`src/rtl/gci_std_kmc_scancode_decoder.sv`:
```
// Set-2 scancode decoder: folds E0/F0 prefixes into one key event per keystroke,
// splits out device status bytes and abandons stale prefixes after a timeout.
// Optional macro GCI_STD_KMC_E1_PAUSE_EN collapses the 8-byte Pause sequence into one event.
// Ports:
//   iCLOCK, inRESET (async, active-low), iCLEAR (sync clear)
//   iRX_REQ/iRX_DATA        : byte strobe and byte from the PS2 receiver
//   oKEY_VALID/oKEY_DATA    : {break, extended, code}, held until !iKEY_BUSY
//   oSTAT_REQ/oSTAT_DATA    : 1-cycle strobe for device status bytes
//   oERR                    : 1-cycle strobe on timeout, bad sequence or overrun
module gci_std_kmc_scancode_decoder #(
    parameter int                   TIMEOUT_N = 17,
    parameter logic [TIMEOUT_N-1:0] TIMEOUT   = 17'd100000
) (
    input  logic       iCLOCK,
    input  logic       inRESET,
    input  logic       iCLEAR,
    input  logic       iRX_REQ,
    input  logic [7:0] iRX_DATA,
    output logic       oKEY_VALID,
    input  logic       iKEY_BUSY,
    output logic [9:0] oKEY_DATA,
    output logic       oSTAT_REQ,
    output logic [7:0] oSTAT_DATA,
    output logic       oERR
);

    localparam logic [TIMEOUT_N-1:0] L_ONE  = {{(TIMEOUT_N-1){1'b0}}, 1'b1};
    localparam logic [TIMEOUT_N-1:0] L_TERM = TIMEOUT - L_ONE;

    typedef enum logic [2:0] {
        ST_IDLE,
        ST_EXT,
        ST_BRK,
`ifdef GCI_STD_KMC_E1_PAUSE_EN
        ST_EXT_BRK,
        ST_PAUSE
`else
        ST_EXT_BRK
`endif
    } state_t;

    state_t                 r_state;
    state_t                 w_state_nx;
    logic [TIMEOUT_N-1:0]   r_tcnt;
    logic                   r_key_valid;
    logic [9:0]             r_key_data;
    logic                   r_stat_req;
    logic [7:0]             r_stat_data;
    logic                   r_err;

    logic                   w_is_stat;
    logic                   w_emit;
    logic [9:0]             w_emit_data;
    logic                   w_seq_err;
    logic                   w_stat;
    logic                   w_timeout;
    logic                   w_accept;
    logic                   w_overrun;

`ifdef GCI_STD_KMC_E1_PAUSE_EN
    logic [2:0]             r_pcnt;
    logic [2:0]             w_pcnt_nx;
`endif

    assign w_is_stat = iRX_DATA inside {8'hAA, 8'hFA, 8'hFC, 8'hFD,
                                        8'hFE, 8'hEE, 8'h00, 8'hFF};

    assign w_accept  = r_key_valid && !iKEY_BUSY;
    // A new event can only be loaded if the slot is free or empties this cycle.
    assign w_overrun = w_emit && r_key_valid && !w_accept;

    always_comb begin
        w_state_nx  = r_state;
        w_emit      = 1'b0;
        w_emit_data = 10'h000;
        w_seq_err   = 1'b0;
        w_stat      = 1'b0;
        w_timeout   = 1'b0;
`ifdef GCI_STD_KMC_E1_PAUSE_EN
        w_pcnt_nx   = r_pcnt;
`endif
        if (iRX_REQ) begin
            unique case (r_state)
                ST_IDLE: begin
                    if (w_is_stat) begin
                        w_stat = 1'b1;
                    end else if (iRX_DATA == 8'hE0) begin
                        w_state_nx = ST_EXT;
                    end else if (iRX_DATA == 8'hF0) begin
                        w_state_nx = ST_BRK;
                    end else if (iRX_DATA == 8'hE1) begin
`ifdef GCI_STD_KMC_E1_PAUSE_EN
                        w_state_nx = ST_PAUSE;
                        w_pcnt_nx  = 3'd0;
`endif
                    end else begin
                        w_emit      = 1'b1;
                        w_emit_data = {2'b00, iRX_DATA};
                    end
                end
                ST_EXT: begin
                    if (w_is_stat) begin
                        w_seq_err  = 1'b1;
                        w_state_nx = ST_IDLE;
                    end else if (iRX_DATA == 8'hF0) begin
                        w_state_nx = ST_EXT_BRK;
                    end else if (iRX_DATA != 8'hE0) begin
                        w_emit      = 1'b1;
                        w_emit_data = {2'b01, iRX_DATA};
                        w_state_nx  = ST_IDLE;
                    end
                end
                ST_BRK: begin
                    if (w_is_stat) begin
                        w_seq_err  = 1'b1;
                        w_state_nx = ST_IDLE;
                    end else if (iRX_DATA == 8'hE0) begin
                        // E0 after F0 is out of order; restart as an extended prefix.
                        w_seq_err  = 1'b1;
                        w_state_nx = ST_EXT;
                    end else if (iRX_DATA != 8'hF0) begin
                        w_emit      = 1'b1;
                        w_emit_data = {2'b10, iRX_DATA};
                        w_state_nx  = ST_IDLE;
                    end
                end
                ST_EXT_BRK: begin
                    if (w_is_stat || iRX_DATA == 8'hE0 || iRX_DATA == 8'hF0) begin
                        w_seq_err  = 1'b1;
                        w_state_nx = ST_IDLE;
                    end else begin
                        w_emit      = 1'b1;
                        w_emit_data = {2'b11, iRX_DATA};
                        w_state_nx  = ST_IDLE;
                    end
                end
`ifdef GCI_STD_KMC_E1_PAUSE_EN
                ST_PAUSE: begin
                    // Bytes are swallowed blind; the 7th closes the sequence.
                    if (r_pcnt == 3'd6) begin
                        w_emit      = 1'b1;
                        w_emit_data = {2'b01, 8'hE1};
                        w_state_nx  = ST_IDLE;
                    end else begin
                        w_pcnt_nx = r_pcnt + 3'd1;
                    end
                end
`endif
                default: begin
                    w_state_nx = ST_IDLE;
                end
            endcase
        end else if (r_state != ST_IDLE && r_tcnt == L_TERM) begin
            // Counter would reach TIMEOUT on this edge.
            w_timeout  = 1'b1;
            w_state_nx = ST_IDLE;
        end
    end

    always_ff @(posedge iCLOCK or negedge inRESET) begin
        if (!inRESET) begin
            r_state <= ST_IDLE;
            r_tcnt  <= '0;
        end else if (iCLEAR) begin
            r_state <= ST_IDLE;
            r_tcnt  <= '0;
        end else begin
            r_state <= w_state_nx;
            if (iRX_REQ || w_timeout || r_state == ST_IDLE) begin
                r_tcnt <= '0;
            end else begin
                r_tcnt <= r_tcnt + L_ONE;
            end
        end
    end

`ifdef GCI_STD_KMC_E1_PAUSE_EN
    always_ff @(posedge iCLOCK or negedge inRESET) begin
        if (!inRESET) begin
            r_pcnt <= 3'd0;
        end else if (iCLEAR) begin
            r_pcnt <= 3'd0;
        end else begin
            r_pcnt <= w_pcnt_nx;
        end
    end
`endif

    always_ff @(posedge iCLOCK or negedge inRESET) begin
        if (!inRESET) begin
            r_key_valid <= 1'b0;
            r_key_data  <= 10'h000;
            r_stat_req  <= 1'b0;
            r_stat_data <= 8'h00;
            r_err       <= 1'b0;
        end else if (iCLEAR) begin
            r_key_valid <= 1'b0;
            r_stat_req  <= 1'b0;
            r_err       <= 1'b0;
        end else begin
            if (w_emit && (!r_key_valid || w_accept)) begin
                r_key_valid <= 1'b1;
                r_key_data  <= w_emit_data;
            end else if (w_accept) begin
                r_key_valid <= 1'b0;
            end
            r_stat_req <= w_stat;
            if (w_stat) begin
                r_stat_data <= iRX_DATA;
            end
            r_err <= w_seq_err || w_timeout || w_overrun;
        end
    end

    assign oKEY_VALID = r_key_valid;
    assign oKEY_DATA  = r_key_data;
    assign oSTAT_REQ  = r_stat_req;
    assign oSTAT_DATA = r_stat_data;
    assign oERR       = r_err;

endmodule
```
`config.mk`:
```
export PLATFORM = sky130hd
export DESIGN_NAME = gci_std_kmc_scancode_decoder
export DESIGN_NICKNAME = d
export VERILOG_FILES = /design/src/rtl/gci_std_kmc_scancode_decoder.sv
export SDC_FILE = /design/constraint.sdc
export NUM_CORES = 1
export LEC_CHECK = 0
export ABC_AREA = 1
export CAP_MARGIN = 20
export CORE_MARGIN = 2
export CORE_UTILIZATION = 50
export CTS_CLUSTER_SIZE = 16
export DETAILED_ROUTE_END_ITERATION = 16
export HOLD_SLACK_MARGIN = 0.15
export PLACE_DENSITY = 0.75
export SLEW_MARGIN = 20
export SYNTH_ARGS = -nofsm -noshare
export SYNTH_HDL_FRONTEND = slang
export SYNTH_SLANG_ARGS = --single-unit
```
`constraint.sdc`:
```
create_clock -name iCLOCK -period 1.8 [get_ports iCLOCK]
set_input_delay 0.27 -clock iCLOCK [delete_from_list [all_inputs] [get_ports iCLOCK]]
set_output_delay 0.27 -clock iCLOCK [all_outputs]
set_load 0.1 [all_outputs]
```
==> metrics <==
status=complete, no violations; leakage=1.476 nW; Vias=1998; # rows=23; Max Clock Freq=582.3 MHz; Slew Limit Headroom=65.57%; # DRC=0; final instance area=2885 sq um; HP Class=input port to flop; remaining antenna violation count=0; CTS tree=done; max cap viols=0; reg2reg path depth=8; Post-synth EDFFs=0; share of layout cells above drive strength 1=27.06%; Max Buffers Root-to-Sink=2; worst hold stages=3; top cells by area, synth=dfrtp_1 46%, nand2_1 12%, nor2_1 7.0%; via count of the first global-routing pass=1897; Placed Cells=376; port bufs=33; Final Cycle Share=95.40%; Overflow after GRT=0; clk_skew=13.01 ps; Worst EP required=1980 ps; Final nets=353; syn nets=283; Worst-path clk slew=80 ps; initial antenna violation count=0; largest net degree at the start of global routing=20; num ports=34; reg-to-reg slack, setup=240 ps; Clk Latency, worst-skew pair=290 ps; Synth-to-Final Area Change=33.91%; register area share after synthesis=46.46%; Synth warnings=0; Placer Congestion=0.8996; Synth Cell Area=2155 sq um; CP max-delay cell=clkdlybuf4s50_1; clk sinks=40; final core occ=70.61%; vias per inst=5.123; startpoint types=input port; final setup margin=82.80 ps; Yosys reg bits=40; cell chain of the critical path=clkdlybuf4s50_1, nand2_2, nor2_1, nand3_2, inv_2, nor2_8, nand3_4, nor3_4, buf_4, nand2_2, nand2_1, o21ai_2; Core ar.=4086 sq um; placed cell areas=2694 sq um; DP Worst Slack=-249.4 ps; Yosys top cell by area=dfrtp_1; Worst EP arrival=1900 ps; CP max FO=5; drt first pass iters=4; fin crit period=1717 ps; CP endpoint kind=flop; DRT Wirelength=5.074 mm; Global Route Usage Sum=21.53%; Setup CP Type=input port to flop; RSZ-0062 raised after global routing=yes; setup TNS=0 ps; drt wl/cell=13.01 um; synthesized area per cell=8.010 sq um; ys flop type=dfrtp_1; DIE WIDTH=69.65 um; Worst path max stage delay=450 ps; dpl hpwl=3.818 mm; Starting DRT DRC Count=169; Die Span Y=69.65 um; initial core utilization=52.73%; PD cells=881.1 nW/um^2; diodes inserted=0; post-route insts no fill=390; Post-Synthesis Cells=269; CTS H-Tree Depth=2; Yosys top cell area share=46.46%; post-layout total power=2.542 mW; CTS Buf Count=5; Hold Vio Cnt, Final=0; Slew Limit Fails=0; worst hold margin=400.8 ps; CTS root buf=clkbuf_8; Final setup viols=0; Worst-Margin Slew=514.6 ps; DIE AREA=4850 sq um; worst vdd ir=0.0006104 V; Post-synth ARST share=100.0%; first-pass GRT wire length=8.514 mm; Distinct cells, synth=30; crit-path most repeated cell=nand2_2
## flip-flops by register name, indices dropped and copies added, names as in the netlist
name	flops
oSTAT_DATA	8
r_state	2
oKEY_VALID	1
r_tcnt	17
oKEY_DATA	10
oERR	1
oSTAT_REQ	1
## cell families (layout without fill, tap and decap cells)
family                     Yosys count  after routing  share of synthesized area, %
AOI/OAI and AO/OA                   26             26                         8.072
xor gates and xnor gates            12             12                         4.878
adders and majority gates            1              1                        0.5806
buffers and inverters               35            104                         6.852
DFF                                 40             40                         46.46
and+or+nand+nor                    155            157                         33.16
## final cells by class
| type | count | area [sq um] |
|---|---|---|
| sequential | 40 | 1001 |
| inverter | 31 | 116.4 |
| timing repair buffer | 65 | 553.0 |
| clock inverter | 3 | 42.54 |
| multi-input combinational | 196 | 1041 |
| tap | 50 | 62.56 |
| fill | 325 | 1201 |
| clock buffer | 5 | 68.82 |
## layer usage
layer	vias to the layer above	GRT usage, %	share of wire, %
met5	-	0	0
met4	0	5.769	0.87
met3	4	3.634	3.8
met2	43	33.01	46
met1	950	31.71	49
li1	1001	-	-
## where the power goes
group	leakage [nW]	total [mW]	internal, mW	switching, mW
logic	0.881	0.814	0.194	0.620
clock network	0.0541	0.731	0.410	0.321
registers	0.541	0.997	0.960	0.0376
total	1.48	2.54	1.56	0.978
## path summary, 6_finish.rpt
path,startpoint,endpoint
max reg2reg,r_tcnt[0],oERR
min reg2reg,r_tcnt[0],r_tcnt[0]
max,iRX_DATA[7],oKEY_DATA[7]
min,iRX_DATA[4],oSTAT_DATA[4]
max in group asynchronous,inRESET,r_tcnt[4]
min in group asynchronous,inRESET,oKEY_DATA[3]
## repair_timing
action                                  4_1_cts  5_1_grt
hold endpoints to repair                     16        0
hold buffers                                  1        0
endpoints found under the setup margin        0       29
setup buffers                                 0        3
gates resized for setup                       0       12
## cell usage in the layout, fill, tap and decap left out, types with 2 or more instances in the layout
cell type and instances:
inv_1 28, nand2_4 2, clkbuf_8 5, nor2_2 5, o21ai_2 10, dfrtp_1 40
o21ai_1 2, xor2_1 8, a21oi_1 3, nor2_1 36, nand3_1 13, nand3_2 3
buf_12 2, nand2_2 5, nor4_1 3, dlymetal6s2s_1 5, o21ai_0 8, inv_2 3
nor3_1 11, buf_4 50, xnor2_1 4, clkdlybuf4s50_1 6, nand2_1 68, nand4_1 7
## cell usage after synthesis, types with 4 or more instances
master / instances
nand3_1: 14
nor3_1: 11
nand4_1: 7
dfrtp_1: 40
o21ai_2: 10
xor2_1: 8
nor2_1: 40
nand2_1: 69
o21ai_0: 8
xnor2_1: 4
inv_1: 28
## critical path, delay by kind of cell
family / cells / cell delay (ps)
buffers and inverters: 3 / 680
AOI/OAI and AO/OA: 1 / 50
and+or+nand+nor: 8 / 900
Power figures use the tool's default switching activity.
